`src/rtl/cdb_arbiter.sv`:
```
// cdb_arbiter: writeback (common data bus) arbiter.
//
// Each functional unit pushes completed results into its own small circular
// FIFO over a valid/ready handshake. Every cycle one non-empty FIFO is chosen
// round-robin. Its head entry is loaded into the registered CDB outputs.
// A flush discards everything that is buffered, plus the result that was
// selected in the flush cycle.
//
// Ports
//   clk, rst              clock; synchronous active-high reset
//   flush                 squash all buffered and outgoing results
//   fu_valid / fu_ready   per-source push handshake
//   fu_prd/rob/data/br    per-source result payload, packed source-major
//   cdb_valid             broadcast valid (registered)
//   cdb_prd/rob/data/br   broadcast payload; holds its last value when idle
//   cdb_src               index of the source that won the broadcast
module cdb_arbiter #(
   parameter int NUM_FU = 4,
   parameter int DATA_W = 32,
   parameter int PRD_W  = 6,
   parameter int ROB_W  = 5,
   parameter int DEPTH  = 2,
   localparam int SRC_W = $clog2(NUM_FU)
) (
   input  logic                       clk,
   input  logic                       rst,
   input  logic                       flush,
   input  logic [NUM_FU-1:0]          fu_valid,
   output logic [NUM_FU-1:0]          fu_ready,
   input  logic [NUM_FU*PRD_W-1:0]    fu_prd,
   input  logic [NUM_FU*ROB_W-1:0]    fu_rob,
   input  logic [NUM_FU*DATA_W-1:0]   fu_data,
   input  logic [NUM_FU-1:0]          fu_br,
   output logic                       cdb_valid,
   output logic [PRD_W-1:0]           cdb_prd,
   output logic [ROB_W-1:0]           cdb_rob,
   output logic [DATA_W-1:0]          cdb_data,
   output logic                       cdb_br,
   output logic [SRC_W-1:0]           cdb_src
);

   localparam int PTR_W = $clog2(DEPTH);
   localparam int CNT_W = PTR_W + 1;
   localparam int ENT_W = PRD_W + ROB_W + DATA_W + 1;

   logic [ENT_W-1:0]  mem  [NUM_FU][DEPTH];
   logic [PTR_W-1:0]  head [NUM_FU];
   logic [PTR_W-1:0]  tail [NUM_FU];
   logic [CNT_W-1:0]  cnt  [NUM_FU];
   logic [SRC_W-1:0]  rr_ptr;

   logic [NUM_FU-1:0] push;
   logic [NUM_FU-1:0] pop;
   logic              grant_valid;
   logic [SRC_W-1:0]  grant_idx;
   logic [SRC_W-1:0]  rr_next;
   logic [ENT_W-1:0]  head_ent;

   // Ready looks only at the registered count: a full FIFO refuses a push
   // even if it is being popped in the same cycle.
   always_comb begin
      for (int i = 0; i < NUM_FU; i++) begin
         fu_ready[i] = (cnt[i] < CNT_W'(DEPTH)) & ~flush & ~rst;
      end
   end

   assign push = fu_valid & fu_ready;

   // Round-robin search from rr_ptr upward, wrapping modulo NUM_FU.
   always_comb begin
      logic [SRC_W-1:0] sel;
      grant_valid = 1'b0;
      grant_idx   = '0;
      sel         = '0;
      for (int k = 0; k < NUM_FU; k++) begin
         sel = SRC_W'((int'(rr_ptr) + k) % NUM_FU);
         if (!grant_valid && cnt[sel] != '0) begin
            grant_valid = 1'b1;
            grant_idx   = sel;
         end
      end
      pop = '0;
      if (grant_valid) pop[grant_idx] = 1'b1;
      head_ent = mem[grant_idx][head[grant_idx]];
      rr_next  = (grant_idx == SRC_W'(NUM_FU - 1)) ? '0 : grant_idx + SRC_W'(1);
   end

   // Storage has no reset; head/tail/count decide what is valid.
   always_ff @(posedge clk) begin
      for (int i = 0; i < NUM_FU; i++) begin
         if (push[i]) begin
            mem[i][tail[i]] <= {fu_prd[i*PRD_W +: PRD_W], fu_rob[i*ROB_W +: ROB_W],
                                fu_data[i*DATA_W +: DATA_W], fu_br[i]};
         end
      end
   end

   always_ff @(posedge clk) begin
      if (rst) begin
         for (int i = 0; i < NUM_FU; i++) begin
            head[i] <= '0;
            tail[i] <= '0;
            cnt[i]  <= '0;
         end
         rr_ptr    <= '0;
         cdb_valid <= 1'b0;
         cdb_prd   <= '0;
         cdb_rob   <= '0;
         cdb_data  <= '0;
         cdb_br    <= 1'b0;
         cdb_src   <= '0;
      end else if (flush) begin
         // rr_ptr and the payload registers keep their values.
         for (int i = 0; i < NUM_FU; i++) begin
            head[i] <= '0;
            tail[i] <= '0;
            cnt[i]  <= '0;
         end
         cdb_valid <= 1'b0;
      end else begin
         for (int i = 0; i < NUM_FU; i++) begin
            if (push[i]) tail[i] <= tail[i] + PTR_W'(1);
            if (pop[i])  head[i] <= head[i] + PTR_W'(1);
            if (push[i] && !pop[i])      cnt[i] <= cnt[i] + CNT_W'(1);
            else if (!push[i] && pop[i]) cnt[i] <= cnt[i] - CNT_W'(1);
         end
         cdb_valid <= grant_valid;
         if (grant_valid) begin
            {cdb_prd, cdb_rob, cdb_data, cdb_br} <= head_ent;
            cdb_src <= grant_idx;
            rr_ptr  <= rr_next;
         end
      end
   end

endmodule

```
`config.mk`:
```
export PLATFORM = sky130hd
export DESIGN_NAME = cdb_arbiter
export DESIGN_NICKNAME = d
export VERILOG_FILES = /design/src/rtl/cdb_arbiter.sv
export SDC_FILE = /design/constraint.sdc
export NUM_CORES = 1
export LEC_CHECK = 0
export ABC_AREA = 1
export ABC_CLOCK_PERIOD_IN_PS = 6600
export CAP_MARGIN = 0
export CORE_ASPECT_RATIO = 0.8
export CORE_MARGIN = 10
export CORE_UTILIZATION = 55
export DETAILED_ROUTE_END_ITERATION = 8
export HOLD_SLACK_MARGIN = 0.08
export PLACE_DENSITY = 0.79
export SYNTH_ARGS = -nofsm -noshare
export SYNTH_HDL_FRONTEND = slang
export SYNTH_SLANG_ARGS = --single-unit
```
`constraint.sdc`:
```
create_clock -name clk -period 6.6 [get_ports clk]
set_input_delay 1.32 -clock clk [delete_from_list [all_inputs] [get_ports clk]]
set_output_delay 1.32 -clock clk [all_outputs]
set_load 0.05 [all_outputs]
```
==> key figures, run 1 <==
Run status
  – Status: finished clean

Flow run
  – Max_cap viols: 0

Floorplanning
  – Ports: 234
  – Width of the die: 226 µm
  – Initial core utilization: 55.6%
  – FP Rows: 60
  – Die height: 185 µm
  – Core area: 33600 µm²
  – Die ar.: 41700 µm²

Placement
  – GPL Wtd Cong: 0.845
  – Final HPWL DP: 31.3 mm
  – DP Area: 21300 µm²
  – Port Buffer Count: 233

STA
  – Final worst path period need: 5.19 ns
  – Worst clock skew: 0.0179 ns
  – RSZ-0062 raised after global routing: false
  – Setup TNS: 0 ns
  – FMAX: 193 MHz
  – Slew HR: 12.8%
  – Period utilization: 78.7%
  – Final Slew Violations: 0
  – Final Setup Violations: 0
  – Worst Max-Slew Pin Slew: 1.30 ns
  – Final Hold Fails: 0

Layout
  – Share of cells above drive strength 1: 4.59%
  – Design area: 22600 µm²
  – Final #Nets: 2287
  – Post-Route Utilization: 67.2%
  – Synthesis-to-finish area growth: 21.0%

Worst setup path
  – Reg-to-reg endpoint: cdb_prd[2]
  – Crit Path Category: input port to output pin
  – WP data required: 5.28 ns
  – Crit path DAT: 3.87 ns
  – Worst Reg2Reg Path Length in Cells: 17
  – Worst setup SP type: input port
  – CP endpoint kind: output pin
  – Worst Path Max Fanout: 27
  – FF-to-FF Start: cnt[2][1]
  – R2r setup slk: 1.62 ns

Detailed routing
  – TritonRoute pass-1 iters: 5
  – Routed Antenna Nets: 0
  – Wire per inst: 19.1 µm
  – Initial drt markers: 1725
  – Vias: 14000
  – Avg Vias per Cell: 5.45
  – Routed wire length: 49.1 mm
  – DR DRC count: 0

Clock tree
  – Clock network latency to the later pin of the worst-skew pair: 0.55 ns
  – CTS resizes: 0
  – H-tree depth: 2
  – Hold buffer count at CTS: 0
  – CTS tree: built
  – Setup bufs post-CTS: 0
  – Clk Tree Root Cell: clkbuf_16
  – Clock sink total: 419
  – Max clock buf depth: 3
  – CTS buffer count: 42
  – Clk slew on worst S/H paths: 0.06 ns

Yosys
  – Netlist cell types: 26
  – Post-Syn Nets: 2093
  – Yosys warns: 0
  – Seq cells post-synth: 419
  – Mapped Area: 18600 µm²
  – Cells after Synth: 1906
  – Sequential area share after synthesis: 64.6%
  – Syn avg cell area: 9.78 µm²

Worst hold path
  – Hold Path Cell Cnt: 2
  – Hold wc startpoint: head[2]
  – Worst Hold Class: flop to flop
  – WHS Endpoint: head[2]

Global route
  – Initial antenna violation count: 5
  – Grt ovf: 0
  – Number of global-route vias before repair: 13800
  – First-pass GRT wire length: 74.9 mm
  – GRT Overall Usage: 23.1%
  – Largest net degree at the start of global routing: 101
## through the flow
stage / worst slack, ns / hold slack, ns / std cells
2_1_floorplan: 1.24 / 0.459 / 1906
3_3_place_gp: 1.56 / 0.475 / 2490
3_5_place_dp: 1.46 / 0.492 / 2490
4_1_cts: 1.44 / 0.505 / 2568
5_1_grt: 1.21 / 0.556 / 2570
6_report: 1.41 / 0.509 / 2570
## Yosys cell counts
cell type | number | area [µm²]
nand2_1 | 504 | 1890
nand4_2 | 1 | 12.5
mux2i_1 | 1 | 10.0
a21oi_1 | 9 | 45.0
buf_6 | 5 | 56.3
nand3b_1 | 88 | 661
buf_1 | 8 | 30.0
nand2_2 | 5 | 31.3
inv_2 | 3 | 11.3
buf_4 | 3 | 22.5
clkbuf_1 | 19 | 71.3
o21bai_1 | 2 | 15.0
nor2_1 | 75 | 282
dfxtp_1 | 53 | 1060
buf_2 | 64 | 320
nand3_1 | 333 | 1670
edfxtp_1 | 366 | 11000
nand3_2 | 3 | 30.0
inv_1 | 343 | 1290
o21a_1 | 1 | 7.51
o21ai_0 | 5 | 25.0
ha_1 | 4 | 50.1
nand4_1 | 4 | 25.0
nor3_1 | 3 | 15.0
nor2_2 | 3 | 18.8
o31ai_1 | 1 | 7.51
## registers in the layout, summed over array words and instances (netlist names), named ones only
name / count
mem: 352
cdb_data: 32
cnt: 8
cdb_prd: 6
cdb_rob: 5
head: 4
tail: 4
cdb_src: 2
rr_ptr: 2
cdb_br: 1
cdb_valid: 1
## worst max-delay path by stage
stage	from	end	cells past startpoint
6_report	rst	fu_ready[0]	6
4_1_cts	rst	fu_ready[0]	6
3_3_place_gp	rst	fu_ready[0]	6
5_1_grt	rst	fu_ready[1]	6
2_1_floorplan	rst	mem[1][0]	6
3_5_place_dp	rst	fu_ready[0]	6
## kinds of logic (layout without fill, tap and decap cells)
| family | after synthesis | in the layout | synth area share (%) |
|---|---|---|---|
| fa+ha+maj | 4 | 4 | 0.268 |
| flops | 419 | 419 | 64.6 |
| compound gates | 18 | 18 | 0.537 |
| buf+inv | 445 | 673 | 9.65 |
| simple gates | 1019 | 1019 | 24.9 |
| mux | 1 | 1 | 0.0537 |
| other cells | 0 | 2 | 0 |
## metal layers
metal	global-route usage (%)	vias to the layer above	wire [µm]
met5	0	-	31
met4	7.31	6	1200
met3	5.23	88	4940
met2	36.9	721	23000
met1	30.6	6641	19900
li1	-	6561	-
## cell type report
class	instances	area (µm²)
Sequential cell	419	12100
Fill cell	2452	11000
Multi-Input combinational cell	1042	4900
Timing Repair Buffer	249	2450
Inverter	346	1300
Clock buffer	55	1140
Tap cell	434	543
Clock inverter	23	155
Antenna cell	2	5.00
## critical path: stages
cell and delay, ns:
clkdlybuf4s50_1 0.40, buf_4 0.26, nor2_1 0.55, inv_1 0.26
nor2_1 0.23, clkdlybuf4s50_1 0.84
## cells in the final DEF, fill, tap and decap left out, drive strengths merged, types with 9 or more instances in the layout
master / netlist / final
nor2: 78 / 78
inv: 346 / 347
a21oi: 9 / 9
nand2: 509 / 509
clkinv: 0 / 21
clkbuf: 19 / 55
nand3b: 88 / 88
nand3: 336 / 336
clkdlybuf4s50: 0 / 233
edfxtp: 366 / 366
dfxtp: 53 / 53
buf: 80 / 16
Power of run 1 is left out: the tool's default activity adds up to more than one toggle a clock period on the data nets, which glitch-free logic cannot reach.
==> inputs of run 2 (changes only) <==
Settings changed: ABC_CLOCK_PERIOD_IN_PS 6600 to 4600, CORE_UTILIZATION 55 to 50, PLACE_DENSITY 0.79 to 0.76.
Clock period 6.6 ns to 4.6 ns, I/O delays scaled along.
==> run 2 against run 1 <==
Non-clock buffer count is 14 higher. Cell count increased by 2.7%. Register-to-register slack got worse by 0.58 ns. Hold slack gained 0.0066 ns. First-iteration DRC count down 26%. Sequential cell count stayed put. Cell area rose by 1.3%.
==> key figures, run 2 (synthesis results as in run 1) <==
Run status
  – Status: finished clean

Clock tree
  – Clk slew on worst S/H paths: 0.06 ns
  – Clk Tree Root Cell: clkbuf_16
  – Clock network latency to the later pin of the worst-skew pair: 0.55 ns
  – Hold buffer count at CTS: 0
  – Setup bufs post-CTS: 0
  – Max clock buf depth: 3
  – CTS buffer count: 43
  – Clock sink total: 419
  – CTS resizes: 0
  – H-tree depth: 2
  – CTS tree: built

Detailed routing
  – Initial drt markers: 1277
  – Wire per inst: 18.9 µm
  – Vias: 13900
  – DR DRC count: 0
  – Routed Antenna Nets: 0
  – Routed wire length: 50.0 mm
  – Avg Vias per Cell: 5.25
  – TritonRoute pass-1 iters: 5

Worst hold path
  – Hold wc startpoint: cdb_src[1]
  – Worst Hold Class: flop to flop

Global route
  – Largest net degree at the start of global routing: 153
  – Number of global-route vias before repair: 13300
  – First-pass GRT wire length: 75.3 mm
  – Initial antenna violation count: 7
  – GRT Overall Usage: 21.3%
  – Grt ovf: 0

Worst setup path
  – Crit path from: cnt[2][1]
  – Cells along the critical path: inv_1, nand2_1, nand2_1, nand2_1, nor2_2, nand4_2, nand2_1, nand2_8, nand2_8, buf_12, nand2_1, nand3_1, nand2_1, nand2_1, nand3_1, nand2_1, inv_1
  – Most used cell along the critical path: nand2_1
  – Worst Path Max Fanout: 152
  – FF-to-FF Start: cnt[2][1]
  – Max incr delay on CP: 0.52 ns
  – Delay-heaviest family, CP: simple AND/OR/NAND/NOR gates
  – WP data required: 5.05 ns
  – Crit path DAT: 4.00 ns
  – Crit-path slowest cell: buf_12
  – Worst setup SP type: flop
  – CP endpoint kind: flop
  – Worst Path Buf+Inv: 3
  – Crit Path Category: flop to flop

Layout
  – Share of cells above drive strength 1: 5.45%
  – Commonest non-fill, non-tap cell in the layout: nand2_1
  – Max reg flops: 352
  – Fillers: 2868
  – Seq. cell area: 12100 µm²
  – Final #Nets: 2302
  – Most frequent cells in the layout: nand2_1, edfxtp_1, inv_1
  – Multi-input gate area: 4900 µm²
  – Design area: 22900 µm²
  – Synthesis-to-finish area growth: 22.6%
  – Post-Route Utilization: 61.8%
  – Final Non-Filler Cells: 2640

Floorplanning
  – Initial core utilization: 50.4%
  – Ports: 234
  – Core area: 37000 µm²
  – FP Rows: 63
  – Die ar.: 45500 µm²
  – Width of the die: 236 µm
  – Die height: 193 µm

STA
  – Worst clock skew: 0.0183 ns
  – Period utilization: 77.3%
  – Final Hold Fails: 0
  – Final Setup Violations: 0
  – FMAX: 281 MHz
  – Final worst path period need: 3.56 ns
  – RSZ-0062 raised after global routing: false
  – Slew HR: 35.4%
  – Final Slew Violations: 0
  – Worst Max-Slew Pin Slew: 0.970 ns

Flow run
  – Max_cap viols: 0

Placement
  – Port Buffer Count: 233
  – GPL Wtd Cong: 0.854
  – Placed cell count: 2557
  – Final HPWL DP: 31.9 mm
  – DP Area: 21500 µm²
[run 2: cell count changes in the layout (fill, tap and decap cells not counted), sizes merged]
cell	delta
buf	+18
bufinv	+3
clkbuf	+4
clkdlybuf4s50	-4
clkinv	-7
diode	+3
[run 2: path summary, 6_finish.rpt]
kind | to | cells after the start | slack, ns
hold reg to reg | cdb_src[1] | 2 | 0.52
setup / recovery | cdb_data[4] | 17 | 1.04
setup reg to reg | cdb_data[4] | 17 | 1.04
hold / removal | cdb_src[1] | 2 | 0.52
[run 2: cell type report]
cell class	count	share of cell area (%)
diodes	5	0.0548
clock buffers	59	5.02
clock inverters	19	0.843
inverters	346	5.69
multi-input cells	1042	21.5
flip-flops and latches	419	52.7
well taps	487	2.67
repair buffers	263	11.5
[run 2: layer usage]
layer	global-route usage, %	vias to the layer above	part of all wire (%)
met2	34.5	641	46
met4	7.48	6	2.4
met5	1.19	-	0.18
met3	5.12	97	9.8
li1	-	6595	-
met1	27.6	6512	41
[run 2: through the flow]
step	setup slack (ns)	TNS, ns	hold WS, ns
after CTS	1.09	0	0.518
after global routing	0.711	0	0.541
after detailed placement	1.10	0	0.504
after global placement	1.19	0	0.480
after floorplan	-0.361	-62.38	0.459
final	1.04	0	0.515
[run 2: worst register-to-register path, stage by stage, from the launching register on]
cell and delay, ns:
edfxtp_1 0.41, inv_1 0.07, nand2_1 0.15, nand2_1 0.13, nand2_1 0.07, nor2_2 0.22, nand4_2 0.19, nand2_1 0.20
nand2_8 0.38, nand2_8 0.38, buf_12 0.53, nand2_1 0.16, nand3_1 0.11, nand2_1 0.07, nand2_1 0.06, nand3_1 0.18
nand2_1 0.11, inv_1 0.04
Power of run 2 is left out for the same reason.
